==> src/rtl/pipeline_hazard_ctrl.sv <==
// pipeline_hazard_ctrl: stall/flush sequencer for load-use, mispredict, memory-wait freeze and debug halt.
module pipeline_hazard_ctrl #(
    parameter int TIMEOUT_CYCLES = 255,
    parameter int CNT_WIDTH = 32
) (
    input  logic                 clk,
    input  logic                 rst,
    input  logic [4:0]           id_rs1,
    input  logic [4:0]           id_rs2,
    input  logic                 id_uses_rs1,
    input  logic                 id_uses_rs2,
    input  logic [4:0]           ex_rd,
    input  logic                 ex_mem_read,
    input  logic                 ex_mispredict,
    input  logic                 dmem_req,
    input  logic                 dmem_ready,
    input  logic                 id_valid,
    input  logic                 ex_valid,
    input  logic                 mem_valid,
    input  logic                 wb_valid,
    input  logic                 halt_req,
    output logic                 pc_en,
    output logic                 if_id_en,
    output logic                 id_ex_en,
    output logic                 ex_mem_en,
    output logic                 mem_wb_en,
    output logic                 if_id_flush,
    output logic                 id_ex_flush,
    output logic                 mem_wb_flush,
    output logic                 halt_ack,
    output logic                 mem_timeout,
    output logic [CNT_WIDTH-1:0] stall_cycles,
    output logic [CNT_WIDTH-1:0] flush_count
);
    localparam int WW = $clog2(TIMEOUT_CYCLES + 1);
    typedef enum logic [1:0] {RUN, DRAIN, HALTED} state_t;
    state_t state_q, state_d;
    logic [WW-1:0] wait_q, wait_d;
    logic timeout_q, timeout_d, halt_ack_q, halt_ack_d;
    logic [CNT_WIDTH-1:0] stall_q, stall_d, flush_q, flush_d;
    logic freeze, load_use, mp_apply, pipe_empty;
    assign freeze = dmem_req && !dmem_ready;
    assign load_use = ex_mem_read && ex_rd != 5'd0 &&
                      ((id_uses_rs1 && id_rs1 == ex_rd) || (id_uses_rs2 && id_rs2 == ex_rd));
    // A mispredict seen during a freeze stays asserted by the frozen EX stage, so it is simply deferred
    assign mp_apply = !rst && state_q != HALTED && !freeze && ex_mispredict;
    assign pipe_empty = !(id_valid || ex_valid || mem_valid || wb_valid);
    always_ff @(posedge clk) begin
        if (rst) begin
            state_q    <= RUN;
            wait_q     <= '0;
            timeout_q  <= 1'b0;
            halt_ack_q <= 1'b0;
            stall_q    <= '0;
            flush_q    <= '0;
        end else begin
            state_q    <= state_d;
            wait_q     <= wait_d;
            timeout_q  <= timeout_d;
            halt_ack_q <= halt_ack_d;
            stall_q    <= stall_d;
            flush_q    <= flush_d;
        end
    end
    always_comb begin
        state_d = state_q;
        case (state_q)
            RUN:     state_d = halt_req ? DRAIN : RUN;
            DRAIN:   state_d = !halt_req ? RUN : (pipe_empty && !freeze) ? HALTED : DRAIN;
            HALTED:  state_d = halt_req ? HALTED : RUN;
            default: state_d = RUN;
        endcase
    end
    always_comb begin
        pc_en        = 1'b1;
        if_id_en     = 1'b1;
        id_ex_en     = 1'b1;
        ex_mem_en    = 1'b1;
        mem_wb_en    = 1'b1;
        if_id_flush  = 1'b0;
        id_ex_flush  = 1'b0;
        mem_wb_flush = 1'b0;
        if (rst) begin
            {pc_en, if_id_en, id_ex_en, ex_mem_en, mem_wb_en} = '0;
            {if_id_flush, id_ex_flush, mem_wb_flush} = '1;
        end else if (state_q == HALTED) begin
            {pc_en, if_id_en, id_ex_en, ex_mem_en, mem_wb_en} = '0;
        end else if (freeze) begin
            {pc_en, if_id_en, id_ex_en, ex_mem_en} = '0;
            mem_wb_flush = 1'b1;
        end else begin
            if (mp_apply) begin
                if_id_flush = 1'b1;
                id_ex_flush = 1'b1;
            end else if (load_use) begin
                pc_en       = 1'b0;
                if_id_en    = 1'b0;
                id_ex_flush = 1'b1;
            end
            // While draining only bubbles enter IF/ID; a held load-use ID instruction is kept
            if (state_q == DRAIN) begin
                pc_en       = mp_apply;
                if_id_flush = if_id_en;
            end
        end
    end
    always_comb begin
        halt_ack_d = state_d == HALTED;
        wait_d     = !freeze ? '0 : (wait_q == WW'(TIMEOUT_CYCLES)) ? wait_q : wait_q + WW'(1);
        timeout_d  = timeout_q || (freeze && wait_q == WW'(TIMEOUT_CYCLES - 1));
        stall_d    = (!pc_en && state_q != HALTED && stall_q != '1) ? stall_q + CNT_WIDTH'(1) : stall_q;
        flush_d    = (mp_apply && flush_q != '1) ? flush_q + CNT_WIDTH'(1) : flush_q;
    end
    assign halt_ack     = halt_ack_q;
    assign mem_timeout  = timeout_q;
    assign stall_cycles = stall_q;
    assign flush_count  = flush_q;
endmodule

==> config.mk <==
export PLATFORM = sky130hd
export DESIGN_NAME = pipeline_hazard_ctrl
export DESIGN_NICKNAME = d
export VERILOG_FILES = /design/src/rtl/pipeline_hazard_ctrl.sv
export SDC_FILE = /design/constraint.sdc
export NUM_CORES = 1
export LEC_CHECK = 0
export ABC_AREA = 1
export BUFFER_PORTS_ARGS = -buffer_cell sky130_fd_sc_hd__buf_2
export CAP_MARGIN = 30
export CELL_PAD_IN_SITES_DETAIL_PLACEMENT = 0
export CELL_PAD_IN_SITES_GLOBAL_PLACEMENT = 1
export CORE_MARGIN = 5
export CORE_UTILIZATION = 36
export CTS_BUF_LIST = sky130_fd_sc_hd__clkbuf_4
export DETAILED_ROUTE_END_ITERATION = 8
export GPL_TIMING_DRIVEN = 0
export HOLD_SLACK_MARGIN = 0.08
export PLACE_DENSITY = 0.85
export SLEW_MARGIN = 20
export SYNTH_ARGS = -nofsm -noshare
export SYNTH_HDL_FRONTEND = slang
export SYNTH_SLANG_ARGS = --single-unit
==> constraint.sdc <==
create_clock -name clk -period 1.7 [get_ports clk]
set_input_delay 0.17 -clock clk [delete_from_list [all_inputs] [get_ports clk]]
set_output_delay 0.17 -clock clk [all_outputs]
set_load 0.05 [all_outputs]
==> metrics.txt <==
Port Buffers 100; post-synthesis cell type count 37; run status finished with violations; Root Driver clkbuf_4; RePlAce Congestion 0.9641; commonest non-fill, non-tap cells in the layout nand2_1 (183), buf_2 (94), nor2_1 (71); grt ovf 0; worst-path fanout max 3; final-report hold violation count 0; Netlist Area Pre-Place 4980 sq um; Post-DRT Antenna Nets 0; Hold Path End state_q[1]; max_cap viols 0; # rows 43; most common cell after layout, fill and taps aside nand2_1; worst hold path class primary input to flop; RSZ-0062 raised after global routing yes; Final min period roughly 1.9 ns; CTS tree yes; Initial DRC Count 458; startpoint types flop; wire length per cell around 16 um; DP Cell Count approximately 1100; largest net degree at the start of global routing 14; drt drc 0; final core utilization 0.5657; GRT Overall Usage 0.2110; via count 5841; fin. max-slew vios 0; Final HPWL DP 12230 um; Vias/cell 5.137; CTS max path bufs 2; Worst EP arrival 1.72 ns; Layout Cells excl Fill 1137; die height 127.6 um; Reg2Reg Depth 14; I/O Pins 102; Initial Utilization 0.3630; r2r setup slk -0.18 ns; Leak around 3.6 nW; CP required around 1.5 ns; initial antenna violation count 1; RR Startpoint flush_count[1]; Mapped Avg Cell Area 6.393 sq um; hold path depth 6; Core Area 13720 sq um; clock skew 0.02970 ns; Yosys warnings 0; failing checks setup timing; Area Overhead vs Synth 55.85%; Post-layout nets 983; f_max 528.5 MHz; total negative setup slack -6.252 ns; final setup fails 67; vias in the first global route 5443; Yosys reg bits 76; proportion of layout cells with a drive suffix above 1 0.4508; Final WS setup -0.1923 ns; Post-Syn Nets 811; drt total wl 18030 um; sequential-to-total area share from yosys stat 0.3055; Slew headroom 0.4823; die footprint 16280 sq um; DRT Pass-1 Iters 5; CP Class flop to output pin; Hold Startpoint mem_valid; peak supply drop 0.3414 mV; cts bufs inserted 9; synthesized netlist cell count 779; power density over cell area 469.1 nW/um^2; first-pass GRT wire length between 20000 and 30000 um; R2R Path End flush_count[20]; clock-pin slew on the worst setup and hold paths 0.11 ns; H-tree levels 3; Setup crit end kind output pin; clk_lat worst skew 0.47 ns; die width 127.6 um; Worst Max-Slew Pin Slew just under 0.8 ns; clk sink count 76; Final period util 1.113
how the worst max path moves through the flow:
| stage | from | end | slack, ns | cells past startpoint |
|---|---|---|---|---|
| after CTS | state_q[0] | pc_en | -0.21 | 10 |
| after detailed placement | stall_cycles[0] | stall_cycles[30] | -0.27 | 9 |
| after global placement | stall_cycles[0] | stall_cycles[3] | -0.25 | 9 |
| after global routing | state_q[0] | pc_en | -0.30 | 10 |
| final | state_q[0] | pc_en | -0.19 | 10 |
| after floorplan | state_q[0] | pc_en | -0.12 | 9 |
cell usage after synthesis (all sizes together):
master / count / area [sq um]
nand2: 257 / 997.2
nor2: 89 / 346.6
dfxtp: 76 / 1521
inv: 74 / 277.8
a21oi: 64 / 361.6
nand4: 48 / 306.5
nand3: 33 / 202.7
nor3: 32 / 176.4
xor2: 25 / 219.0
buf: 16 / 131.4
o21ai: 15 / 75.07
xnor2: 13 / 113.9
clkbuf: 11 / 41.29
nand3b: 8 / 60.06
nor4: 6 / 37.54
ha: 4 / 50.05
nor3b: 3 / 27.52
a31oi: 2 / 12.51
o211ai: 1 / 7.510
o21a: 1 / 7.510
or2: 1 / 6.260
worst max-delay path: stages, from the launching register on:
cell        delay [ns]
dfxtp_2           0.36
inv_4             0.05
nand2_8           0.06
nand2_4           0.05
nor2_4            0.13
nand2_4           0.08
nand2_2           0.08
nand3_4           0.11
buf_8             0.15
clkinvlp_4        0.06
buf_8             0.13
cell type report:
type,instances,area [sq um]
inverter,74,302.8
clock inverter,6,62.56
antenna,1,2.502
multi-input combinational,602,3895
timing repair buffer,161,1259
sequential,76,1644
fill,1303,5958
clock buffer,10,75.07
buffer,27,295.3
tap,180,225.2
flip-flops by register name, summed over array words and instances, names as in the netlist:
signal and cells:
wait_q 8, halt_ack 1, mem_timeout 1, flush_count 32
stall_cycles 32, state_q 2
per-stage QoR:
step / total power, mW / worst slack [ns] / hold slack, ns / cell area (sq um)
finish: 3.641 / -0.1923 / 0.2258 / 7761
global route: 3.788 / -0.2975 / 0.2566 / 7761
CTS: 3.651 / -0.2139 / 0.1468 / 7188
detailed placement: 2.263 / -0.2714 / 0.4598 / 5889
global placement: 2.261 / -0.2516 / 0.4461 / 5889
floorplan: 2.135 / -0.1158 / 0.3287 / 5164
what timing repair did:
| item | in CTS | in global routing |
|---|---|---|
| pin swaps | 62 | 52 |
| setup buffers | 37 | 14 |
| endpoints found under the hold margin | 3 | 0 |
| endpoints found under the setup margin | 71 | 73 |
| cloned | 11 | 0 |
| resized for setup | 145 | 151 |
| hold buffers | 4 | 0 |
power by group:
group          internal (mW)  switching (mW)  total (mW)
registers               1.76          0.0173        1.78
logic                  0.295           0.402       0.696
clock network          0.462           0.702        1.16
cell families after synthesis:
group	after synthesis	share of synthesized area
xor gates and xnor gates	38	0.06683
DFF	76	0.3055
and+or+nand+nor	477	0.4339
AOI/OAI and AO/OA	83	0.09322
buffers and inverters	101	0.09045
adders and majority gates	4	0.01005
layer usage:
metal	vias up	wire, um	global-route usage
met5	-	0	0
met4	0	401	0.07491
met3	28	1195	0.04264
met2	203	8380	0.3314
met1	2693	8054	0.2880
li1	2917	-	-
Power figures use the tool's default switching activity.
